File: src/rtl/div_arbiter.sv
// ---------------------------------------------------------------------------
// DivArbiter (module div_arbiter)
// Two-port front end for a shared iterative divider. One request is accepted
// at a time, chosen round-robin when both ports are valid. Divide-by-zero and
// signed MIN/-1 are answered directly without using the divider. A watchdog
// ends a divide that never reports done with a timeout response.
//
// Ports
//   clk, reset            clock (rising edge) and async active-low reset
//   reqN_*  (N=0,1)       valid/ready handshake, signed select, operands, tag
//   rsp_*                 valid/ready handshake, issuing port, tag, results,
//                         div-by-zero and timeout flags
//   div_*                 start pulse and held operands out to the divider,
//                         quotient/remainder/done pulse back from it
//   busy                  high whenever a request is in flight
// ---------------------------------------------------------------------------
module div_arbiter #(
   parameter int SIZE    = 64,
   parameter int TAG_W   = 5,
   parameter int TIMEOUT = SIZE + 8
) (
   input  logic             clk,
   input  logic             reset,
   input  logic             req0_valid,
   output logic             req0_ready,
   input  logic             req0_signed,
   input  logic [SIZE-1:0]  req0_dividend,
   input  logic [SIZE-1:0]  req0_divisor,
   input  logic [TAG_W-1:0] req0_tag,
   input  logic             req1_valid,
   output logic             req1_ready,
   input  logic             req1_signed,
   input  logic [SIZE-1:0]  req1_dividend,
   input  logic [SIZE-1:0]  req1_divisor,
   input  logic [TAG_W-1:0] req1_tag,
   output logic             rsp_valid,
   input  logic             rsp_ready,
   output logic             rsp_port,
   output logic [TAG_W-1:0] rsp_tag,
   output logic [SIZE-1:0]  rsp_quotient,
   output logic [SIZE-1:0]  rsp_remainder,
   output logic             rsp_div_zero,
   output logic             rsp_timeout,
   output logic             div_start,
   output logic             div_is_signed,
   output logic [SIZE-1:0]  div_dividend,
   output logic [SIZE-1:0]  div_divisor,
   input  logic [SIZE-1:0]  div_quotient,
   input  logic [SIZE-1:0]  div_remainder,
   input  logic             div_done,
   output logic             busy
);

   localparam int CNT_W = $clog2(TIMEOUT + 1);
   localparam logic [SIZE-1:0] MIN_VAL = {1'b1, {(SIZE-1){1'b0}}};

   typedef enum logic [1:0] {IDLE, START, WAIT, RESP} state_t;

   state_t             r_state;
   state_t             w_next;
   logic               r_ptr;
   logic [CNT_W-1:0]   r_waitCnt;
   logic               r_signed;
   logic [SIZE-1:0]    r_dividend;
   logic [SIZE-1:0]    r_divisor;
   logic               r_port;
   logic [TAG_W-1:0]   r_tag;
   logic [SIZE-1:0]    r_quotient;
   logic [SIZE-1:0]    r_remainder;
   logic               r_divZero;
   logic               r_timeout;

   logic               w_grant;
   logic               w_idleLive;
   logic               w_accept;
   logic               w_selSigned;
   logic [SIZE-1:0]    w_selDividend;
   logic [SIZE-1:0]    w_selDivisor;
   logic [TAG_W-1:0]   w_selTag;
   logic               w_divZero;
   logic               w_overflow;
   logic               w_timeoutHit;

   // A lone valid port wins outright; a tie goes to the round-robin pointer.
   // Ready is also gated by reset so nothing handshakes while reset is held.
   assign w_grant    = (req1_valid && !req0_valid) ? 1'b1 :
                       (req0_valid && !req1_valid) ? 1'b0 : r_ptr;
   assign w_idleLive = (r_state == IDLE) && reset;
   assign req0_ready = w_idleLive && !w_grant;
   assign req1_ready = w_idleLive && w_grant;
   assign w_accept   = (req0_valid && req0_ready) || (req1_valid && req1_ready);

   assign w_selSigned   = w_grant ? req1_signed   : req0_signed;
   assign w_selDividend = w_grant ? req1_dividend : req0_dividend;
   assign w_selDivisor  = w_grant ? req1_divisor  : req0_divisor;
   assign w_selTag      = w_grant ? req1_tag      : req0_tag;

   // Cases the divider must not see: they are answered straight from IDLE.
   assign w_divZero  = (w_selDivisor == '0);
   assign w_overflow = w_selSigned && (w_selDividend == MIN_VAL) && (w_selDivisor == '1);

   // The counter holds the number of WAIT cycles already spent, so the last
   // permitted WAIT cycle is the one where it reads TIMEOUT-1.
   assign w_timeoutHit = (r_waitCnt >= CNT_W'(TIMEOUT - 1));

   assign rsp_valid     = (r_state == RESP);
   assign div_start     = (r_state == START);
   assign busy          = (r_state != IDLE);
   assign rsp_port      = r_port;
   assign rsp_tag       = r_tag;
   assign rsp_quotient  = r_quotient;
   assign rsp_remainder = r_remainder;
   assign rsp_div_zero  = r_divZero;
   assign rsp_timeout   = r_timeout;
   assign div_is_signed = r_signed;
   assign div_dividend  = r_dividend;
   assign div_divisor   = r_divisor;

   // State register.
   always_ff @(posedge clk or negedge reset) begin
      if (!reset) begin
         r_state <= IDLE;
      end else begin
         r_state <= w_next;
      end
   end

   // Next-state logic. Leaving RESP always lands in IDLE, so a request cannot
   // be accepted on the same edge that completes a response.
   always_comb begin
      w_next = r_state;
      case (r_state)
         IDLE:  if (w_accept) w_next = (w_divZero || w_overflow) ? RESP : START;
         START: w_next = WAIT;
         WAIT:  if (div_done || w_timeoutHit) w_next = RESP;
         RESP:  if (rsp_ready) w_next = IDLE;
         default: w_next = IDLE;
      endcase
   end

   // Datapath: capture the request on acceptance, fill in the result from the
   // fast path, the divider or the watchdog, and hold it steady through RESP.
   // div_done is only looked at in WAIT, so stray pulses elsewhere are dropped.
   always_ff @(posedge clk or negedge reset) begin
      if (!reset) begin
         r_ptr       <= 1'b0;
         r_waitCnt   <= '0;
         r_signed    <= 1'b0;
         r_dividend  <= '0;
         r_divisor   <= '0;
         r_port      <= 1'b0;
         r_tag       <= '0;
         r_quotient  <= '0;
         r_remainder <= '0;
         r_divZero   <= 1'b0;
         r_timeout   <= 1'b0;
      end else begin
         case (r_state)
            IDLE: begin
               if (w_accept) begin
                  r_ptr      <= ~w_grant;
                  r_port     <= w_grant;
                  r_signed   <= w_selSigned;
                  r_dividend <= w_selDividend;
                  r_divisor  <= w_selDivisor;
                  r_tag      <= w_selTag;
                  r_divZero  <= w_divZero;
                  r_timeout  <= 1'b0;
                  r_waitCnt  <= '0;
                  if (w_divZero) begin
                     r_quotient  <= '0;
                     r_remainder <= w_selDividend;
                  end else if (w_overflow) begin
                     r_quotient  <= w_selDividend;
                     r_remainder <= '0;
                  end else begin
                     r_quotient  <= '0;
                     r_remainder <= '0;
                  end
               end
            end
            WAIT: begin
               if (div_done) begin
                  r_quotient  <= div_quotient;
                  r_remainder <= div_remainder;
               end else if (w_timeoutHit) begin
                  r_quotient  <= '0;
                  r_remainder <= '0;
                  r_timeout   <= 1'b1;
               end
               if (r_waitCnt != CNT_W'(TIMEOUT)) begin
                  r_waitCnt <= r_waitCnt + 1'b1;
               end
            end
            default: begin
            end
         endcase
      end
   end

endmodule

File: config.mk
export PLATFORM = sky130hd
export DESIGN_NAME = div_arbiter
export DESIGN_NICKNAME = d
export VERILOG_FILES = /design/src/rtl/div_arbiter.sv
export SDC_FILE = /design/constraint.sdc
export NUM_CORES = 1
export LEC_CHECK = 0
export CORE_AREA = 4 4 256 258
export CTS_CLUSTER_DIAMETER = 30
export DETAILED_ROUTE_END_ITERATION = 6
export DIE_AREA = 0 0 260 262
export PLACE_DENSITY = 0.48
export SYNTH_ARGS = -nofsm -noshare
export SYNTH_HDL_FRONTEND = slang
export SYNTH_SLANG_ARGS = --single-unit
File: constraint.sdc
create_clock -name clk -period 3.04 [get_ports clk]
set_input_delay 0.456 -clock clk [delete_from_list [all_inputs] [get_ports clk]]
set_output_delay 0.456 -clock clk [all_outputs]
set_load 0.01 [all_outputs]
Yosys cells after proc, flatten, opt, wreduce, memory -nomap -nowiden. Cells that the tools add are included. W data, S select, Z words.

$lt $le $gt $ge: 1. Reductions and logical operators: 24. Mux-type cells: 28. Bitwise gates (word level): 1. Add/sub/neg operators: 1. Eq/ne operators: 13.

Operators with widths (count): $mux W64 (10); $pmux W64 S2 (2); $eq A64 B64 Y1 const B (2); $logic_not A64 Y1 (1); $mux W7 (2); $pmux W7 S2 (1); $ne A2 B2 Y1 const B (5); $logic_and A1 B1 Y1 (9); $reduce_and A3 Y1 (3); $mux W2 (4); $pmux W2 S4 (1); $add A7 B1 Y7 const B (1); $ge A7 B7 Y1 const B (1); $ne A7 B7 Y1 const B (1); $mux W1 (6); $mux W5 (1); $eq A2 B2 Y1 const B (2); $reduce_and A4 Y1 (1); $reduce_bool A2 Y1 (2); $logic_not A1 Y1 (3); $logic_or A1 B1 Y1 (3); $ne A3 B3 Y1 const B (1); $eq A2 B1 Y1 const B (1); $logic_not A2 Y1 (1); other kinds (4) (4).

Output and inout bits: 270. Logic and storage cells: 80. Register bits: 275.

Longest topological paths before layout. Gate-level depths: netlist of the first run.

Word-level depth: 12. Mapped depth: 10. Gate-level depth less buffers: 8.

Least setup slack after synthesis of the first run. OpenSTA, ideal clock, no wires.

Path kind: register to register. Start point: reg r_waitCnt[0]. End point: reg r_state[1]. Path slack: 0.878 ns. Arrival: 2.084 ns. Buffers on the path: 0. Cell stages (with the launch flop): 8. Library setup time: 0.077 ns. Path through: dfrtp_1 > ha_1 > a21o_1 > a2111oi_2 > o21ai_1 > o21ai_0 > mux2_2 > a21oi_1.

Word-level cells in the longest chain between the ends: 4.

Ends and longest elaborated chain: from (decl) (line 62) `logic [CNT_W-1:0] r_waitCnt;`; from (signal assigned) (line 192) `r_waitCnt <= r_waitCnt + 1'b1;`; $ge A7 B7 Y1 (line 104) `assign w_timeoutHit = (r_waitCnt >= CNT_W'(TIMEOUT - 1));`; $logic_or A1 B1 Y1 (line 135) `WAIT: if (div_done || w_timeoutHit) w_next = RESP;`; $ne A2 B2 Y1 (no line); $reduce_and A3 Y1 (no line); to (signal assigned) (line 124) `r_state <= w_next;`; to (decl) (line 59) `state_t r_state;`.

No other way between the ends. A chain may end at the register's enable or synchronous reset.

Worst setup path in the final report of the first run.
Start point: reg r_state[0]. End point: out req0_ready.

Word-level cells in the longest chain between the ends: 3.

Ends and longest elaborated chain: $logic_not A2 Y1 (line 88) `assign w_idleLive = (r_state == IDLE) && reset;`; $logic_and A1 B1 Y1 (line 88); $logic_and A1 B1 Y1 (line 89) `assign req0_ready = w_idleLive && !w_grant;`; to (decl) (line 25) `output logic req0_ready,`.

No other way between the ends.

==> results of run 1 <==
## logic make-up (layout without fill, tap and decap cells)
group	count (synthesis)	in the layout
AND/OR/NAND/NOR	489	489
AO/OA/AOI/OAI	363	363
flip-flops	275	275
multiplexers	134	134
buffers and inverters	110	940
adder cells (fa/ha/maj)	7	7
XOR/XNOR	3	3
other	0	7
## worst max-delay path: stages (launching register included)
cell and delay, ns:
dfrtp_1 0.40, inv_1 0.12, ha_1 0.37, nand2_1 0.11, nor2_1 0.26, clkdlybuf4s50_1 0.60
## cells in the final DEF (no fill, tap or decap), drive strengths merged, types with 3 or more instances in the layout
cell type,instances
clkinv,31
nand4,34
dfrtp,275
o21ai,204
clkdlybuf4s50,670
and2,3
a21oi,76
a222oi,5
bufinv,9
nor4b,6
or4b,5
or4,12
ha,7
inv,15
diode,7
nor2,80
buf,92
clkbuf,120
mux2i,132
and4b,3
nand2,263
nor4,43
nand4b,5
nor3,13
and3,4
o22ai,64
nand3,12
## metrics by stage
stage          power [mW]  instances  instance area (um2)  hold WS (ns)
5_1_grt              27.8       3061                24500         0.294
3_3_place_gp         17.0       2893                21300         0.326
3_5_place_dp         17.1       2893                21300         0.329
2_1_floorplan        10.7       1381                13100         0.160
4_1_cts              26.7       3057                24400         0.270
6_report             26.3       3064                24500         0.299
## flip-flops by register name (all words and copies together), names as in the netlist
signal         flops
div_dividend      64
div_divisor       64
div_is_signed      1
r_ptr              1
r_state            2
r_waitCnt          7
rsp_div_zero       1
rsp_port           1
rsp_quotient      64
rsp_remainder     64
rsp_tag            5
rsp_timeout        1
## final cells by class
class / instances / area share [%]
timing repair buffer: 763 / 31.1
sequential: 275 / 28.1
multi-input combinational: 996 / 23.4
clock buffer: 120 / 10.3
tap: 846 / 4.33
clock inverter: 43 / 2.39
inverter: 14 / 0.215
antenna: 7 / 0.0716
## what timing repair did
item | CTS | global route
hold buffers | 1 | 0
hold endpoints to repair | 19 | 0
resized for setup | 0 | 0
setup endpoints to repair | 0 | 0
## final timing paths
kind / from / to / depth (start not counted)
worst max-delay path: r_state[0] / req0_ready / 5
worst min-delay path: reset / div_divisor[36] / 2
worst max register to register: r_waitCnt[0] / rsp_quotient[18] / 7
worst min register to register: div_dividend[31] / div_dividend[31] / 2
max in group asynchronous: reset / rsp_quotient[57] / 4
min in group clk: div_quotient[61] / rsp_quotient[61] / 3
## layer usage
layer	share of wire, %	GRT usage (%)	vias up	wire [um]
met5	0.074	0	-	60
met4	2.3	6.63	8	1830
met3	8.2	6.53	118	6600
met2	48	36.9	665	38400
met1	42	29.0	6892	33700
li1	-	-	6528	-
## cell usage after synthesis (2+ instances only)
cell,number,area (um2)
or4_1,12,90.1
a21o_1,2,15.0
nor4b_1,6,52.6
and4b_1,3,30.0
buf_4,8,60.1
ha_1,7,87.6
and2_1,2,12.5
nand4b_1,5,43.8
nor2_1,80,300
o21ai_0,190,951
o22ai_1,64,400
nand3_1,12,60.1
dfrtp_1,275,6880
mux2_2,2,22.5
a211oi_1,2,15.0
nor3_1,13,65.1
o21ai_1,12,60.1
nand2_1,263,987
clkbuf_1,59,221
and3_1,4,25.0
or4b_2,5,50.1
xor2_1,2,17.5
buf_2,28,140
a222oi_1,5,50.1
a21oi_1,75,375
mux2i_1,132,1320
nor4_1,43,269
inv_1,14,52.6
nand4_1,34,213
## power groups by stage
stage	Clock (mW)	Sequential, mW	Combinational [mW]
floorplan	0	7.05	3.67
global placement	0	6.41	10.6
detailed placement	0	6.45	10.7
CTS	9.50	6.44	10.7
global route	9.76	6.64	11.4
finish	9.33	6.43	10.6
==> out/results.ini, run 1 <==
[synthesis]
yosys.area_share.xor_xnor_pct=0.201
synth_compound_area_share_pct=15.3
synthMuxAreaShare_pct=10.3
synthArstFlopShare_pct=100
syn_avg_cell_area_um2=9.46
synth.ff_latch_count=275
synth.distinct_cells=51
synth_top_family_by_area=simple AND/OR/NAND/NOR gates
ys_seq_area_share_pct=52.7
synth-simple-area-share_pct=17.2
synth_fa_ha_area_share_pct=0.670
syn_inst=1381
netlist_area_um2=13100
synth_edf_count=0
synth_warnings=0
synth-main-ff-cell=dfrtp_1
synthesis.nets=1790

[layout]
drive_gt1_share_pct=11.6
seq_area_um2=6880
multi_input_area_um2=5730
fin_util_pct=38.8
syn2layout_area_growth_pct=87.2
fillCellCount=6306
fin_nets=2548

[die]
die_area_um2=68100
core_um2=63000
ios=672
rows=92
die_y_um=262
fp.dieW_um=260
start_util_pct=20.8

[worst_setup_path]
r2r_slack_ns=0.22
endpoint_kind=output pin
path_class=register to output pin
cp-start-kind=register
crit_required_ns=2.58
critical_path_arrival_ns=2.49
cp_max_fo=8

[grt]
grt_overflow=0
grt_max_degree=158
grt_pass1_wl_mm=110
grt_use_total_pct=22.6
antenna_found_initial=11
grt_pass1_vias=14700

[drt]
num_vias=14200
dr.first_iter.drc_count=1027
wl_mm=80.6
viasPerCell=4.64
dr.pass1.iters=6
wire_per_inst_um=26.3
ant_nets=0
drc=0

[place]
pre_cts_slack_ns=-0.155
io_buffers=671
dp_hpwl_mm=64.8
gp_congestion=0.974

[power_and_ir_drop]
vdd_drop_max_uv=489
p_switching_mw=9.29
p_leak_nw=10.2
intPower_mw=17.1
powerDensity_nw_per_um2=1080
seqPwrFrac_pct=24.4
clkPwrFrac_pct=35.4
pwr-share-comb_pct=40.2
sw_frac_of_total_pct=35.3

[cts]
clk_latency_ns=0.64
root_buffer=clkbuf_16
path_clk_slew_ns=0.04
post-cts-setup-buffer-count=0
cts.sinks=275
tritoncts=built
cts_max_path_buffers=3
cts_max_level=3
numCtsBuffers=89

[timing]
fin_setup_tns_ns=0
grt_setup_unrepaired=false
worstMarginPinSlew_ns=0.991
skew_ns=0.0329
clock.fmax_ghz=0.340
maxSlewViolCount=0
period_share_pct=96.7
finalHoldViolCount=0
relSlewSlack_pct=33.9
fin_ws_ns=0.0988
fin_crit_ns=2.94
setup_viol=0

[flow_run]
maxCapViolCount=0

[outcome]
status=finished clean

[min_path]
hold_path.class=primary input to asynchronous set/reset pin

Power figures use the tool's default switching activity.
==> run 2: changes to the inputs <==
--- a/config.mk
+++ b/config.mk
@@ -7,7 +7,8 @@
 export LEC_CHECK = 0
-export CORE_AREA = 4 4 256 258
+export CORE_AREA = 2 2 261 263
 export CTS_CLUSTER_DIAMETER = 30
 export DETAILED_ROUTE_END_ITERATION = 6
-export DIE_AREA = 0 0 260 262
-export PLACE_DENSITY = 0.48
+export DIE_AREA = 0 0 263 265
+export PLACE_DENSITY = 0.46
+export RECOVER_POWER = 25
 export SYNTH_ARGS = -nofsm -noshare
--- a/constraint.sdc
+++ b/constraint.sdc
@@ -3,2 +3,2 @@
 set_output_delay 0.456 -clock clk [all_outputs]
-set_load 0.01 [all_outputs]
+set_load 0.005 [all_outputs]
==> run 2 against run 1 <==
Effect of this change:
- the flow now finishes with violations (max-capacitance violations, max-slew violations)
- cell count increased by 1.0%
- design area about the same
- non-clock buffer count increased by 10
- critical endpoint unchanged
==> out/results.ini, run 2 (synthesis results as in run 1) <==
[cts]
post-cts-setup-buffer-count=0  ; unchanged
numCtsBuffers=89  ; unchanged
cts_max_path_buffers=3  ; unchanged
clk_latency_ns=0.61  ; -0.03 ns
cts.sinks=275  ; unchanged
postCtsResizedCells=0  ; unchanged
cts_max_level=3  ; unchanged
path_clk_slew_ns=0.04  ; about the same
root_buffer=clkbuf_16
tritoncts=built

[place]
gp_congestion=0.922  ; -5.4%
pre_cts_slack_ns=-0.198  ; -0.0439 ns
io_buffers=671  ; unchanged
dp_hpwl_mm=64.6  ; -0.30%
post-place-cells=2930  ; +1.3%

[worst_setup_path]
cp-start-kind=primary input
path_class=primary input to output pin
endpoint_kind=output pin
path_cells=clkdlybuf4s50_1, nand2b_1, a21o_1, nor2_1, clkdlybuf4s50_1
crit_required_ns=2.58  ; about the same
cp_num_buf_inv=2  ; unchanged
r2r-end=r_state[1]
r2r-start=r_waitCnt[0]
r2r_slack_ns=0.24  ; +0.02 ns
critPathTopFamily=buffers and inverters
cp.depth=5  ; unchanged
critical_path_arrival_ns=2.36  ; -0.13 ns
path_common_cell=clkdlybuf4s50_1
critPathMaxStageDelay_ns=0.57  ; -0.03 ns
cpMaxStageDelayCell=clkdlybuf4s50_1
reg2regPathDepth=7  ; unchanged
cp_max_fo=7  ; -1

[power_and_ir_drop]
intPower_mw=17.2  ; +1.0%
clkPwrFrac_pct=36.5  ; +1.1 points
pwr-share-comb_pct=38.6  ; -1.6 points
seqPwrFrac_pct=24.9  ; +0.5 points
p_leak_nw=10.2  ; +0.20%
sw_frac_of_total_pct=33.0  ; -2.2 points
powerDensity_nw_per_um2=1050  ; -2.4%
p_switching_mw=8.50  ; -8.6%
vdd_drop_max_uv=407  ; -17%

[die]
core_um2=66800  ; +6.1%
rows=95  ; +3.3%
die_y_um=265  ; +1.1%
ios=672  ; unchanged
start_util_pct=19.6  ; -1.2 points
fp.dieW_um=263  ; +1.2%
die_area_um2=69700  ; +2.3%

[grt]
grt_use_total_pct=22.4  ; -0.15 points
use_met2_pct=36.6  ; -0.32 points
busiest_layer=met2
grt_pass1_vias=15200  ; +3.4%
antenna_found_initial=11  ; unchanged
grt_max_degree=163  ; +3.2%
grt_overflow=0  ; unchanged
use_met3_pct=6.59  ; +0.052 points
grt_pass1_wl_mm=112  ; +1.7%
use_met1_pct=28.2  ; -0.84 points

[timing]
period_share_pct=92.7  ; -4.0 points
worstMarginPinSlew_ns=1.68  ; +0.690 ns
clock.fmax_ghz=0.355  ; +4.3%
fin_setup_tns_ns=0  ; unchanged
skew_ns=0.0264  ; -0.00645 ns
setup_viol=0  ; unchanged
grt_setup_unrepaired=false
fin_crit_ns=2.82  ; -0.122 ns
relSlewSlack_pct=-12.1  ; -46 points
fin_ws_ns=0.221  ; +0.122 ns
finalHoldViolCount=0  ; unchanged
maxSlewViolCount=226  ; +226

[flow_run]
maxCapViolCount=2  ; +2

[drt]
num_vias=14300  ; +0.91%
wl_mm=80.3  ; -0.41%
dr.first_iter.drc_count=1044  ; +1.7%
ant_nets=0  ; unchanged
wire_per_inst_um=25.9  ; -1.4%
drc=0  ; unchanged
viasPerCell=4.63  ; -0.10%
dr.pass1.iters=5  ; -1

[outcome]
failed_checks=max-capacitance violations, max-slew violations
status=finished, violations left

[layout]
drive_gt1_share_pct=11.5  ; -0.12 points
syn2layout_area_growth_pct=87.3  ; about the same
mostFrequentLayoutCells=659 x clkdlybuf4s50_1, 275 x dfrtp_1, 263 x nand2_1, 190 x o21ai_0, 132 x mux2i_1
fillCellCount=6735  ; +6.8%
final_cells=3095  ; +1.0%
fin_nets=2558  ; +0.39%
final_common_cell=clkdlybuf4s50_1

[min_path]
hold_path.class=primary input to asynchronous set/reset pin

[run 2: cell types whose count changed in the layout (fill, tap and decap cells not counted), sizes merged]
cell,previous run,this run
diode,7,6
dlygate4sd3,1,12
buf,92,98
bufinv,9,11
clkbuf,120,135
clkinv,31,13
inv,15,17
clkinvlp,2,0
clkdlybuf4s50,670,659
[run 2: worst max path at each step]
stage / start / endpoint
5_1_grt: r_state[0] / div_dividend[15]
3_3_place_gp: req0_divisor[12] / r_state[1]
4_1_cts: r_state[0] / req0_ready
2_1_floorplan: r_waitCnt[0] / r_state[1]
3_5_place_dp: req0_divisor[12] / rsp_quotient[63]
6_report: req0_valid / req0_ready
[run 2: area by class of cell]
| type | instances | area [um2] | area share, % |
|---|---|---|---|
| inverters | 14 | 52.6 | 0.215 |
| multi-input cells | 996 | 5730 | 23.4 |
| clock inverters | 27 | 469 | 1.92 |
| flip-flops and latches | 275 | 6880 | 28.1 |
| diodes | 6 | 15.0 | 0.0614 |
| clock buffers | 131 | 2620 | 10.7 |
| repair buffers | 773 | 7620 | 31.1 |
| well taps | 873 | 1090 | 4.46 |
[run 2: power by group through the flow]
stage	combinational (mW)	sequential [mW]	clock (mW)
CTS	10.1	6.42	9.54
detailed placement	10.1	6.42	0
floorplan	3.66	6.42	0
global route	10.8	6.63	9.79
global placement	9.98	6.38	0
finish	9.93	6.41	9.39
[run 2: layer usage]
metal / up-vias / share of wire [%] / wire [um]
li1: 6548 / - / -
met1: 7007 / 42 / 33800
met2: 654 / 47 / 37700
met3: 125 / 7.9 / 6320
met4: 6 / 3.0 / 2440
met5: - / 0.047 / 38
[run 2: stage by stage]
stage	util, %	power, mW	hold WS [ns]	area [um2]
6_report	36.6	25.7	0.302	24500
4_1_cts	36.6	26.0	0.278	24500
5_1_grt	36.6	27.2	0.284	24500
3_3_place_gp	32.0	16.4	0.315	21400
3_5_place_dp	32.0	16.5	0.316	21400
2_1_floorplan	-	10.1	0.160	13100
[run 2: worst reg2reg max path: cells and delay by family, from the launching register on]
family / cells / cell delay (ns)
mux: 1 / 0.42
flops: 1 / 0.42
fa+ha+maj: 1 / 0.27
compound gates: 5 / 1.60
[run 2: timing repair]
action	CTS	global route
hold endpoints to repair	18	0
hold buffers	1	0
endpoints found under the setup margin	0	0
==> run 3: changes to the inputs <==
- ABC_CLOCK_PERIOD_IN_PS: not set -> 3040
==> results of run 3 <==
No change in the layout: final DEF, timing and power equal those of run 2.
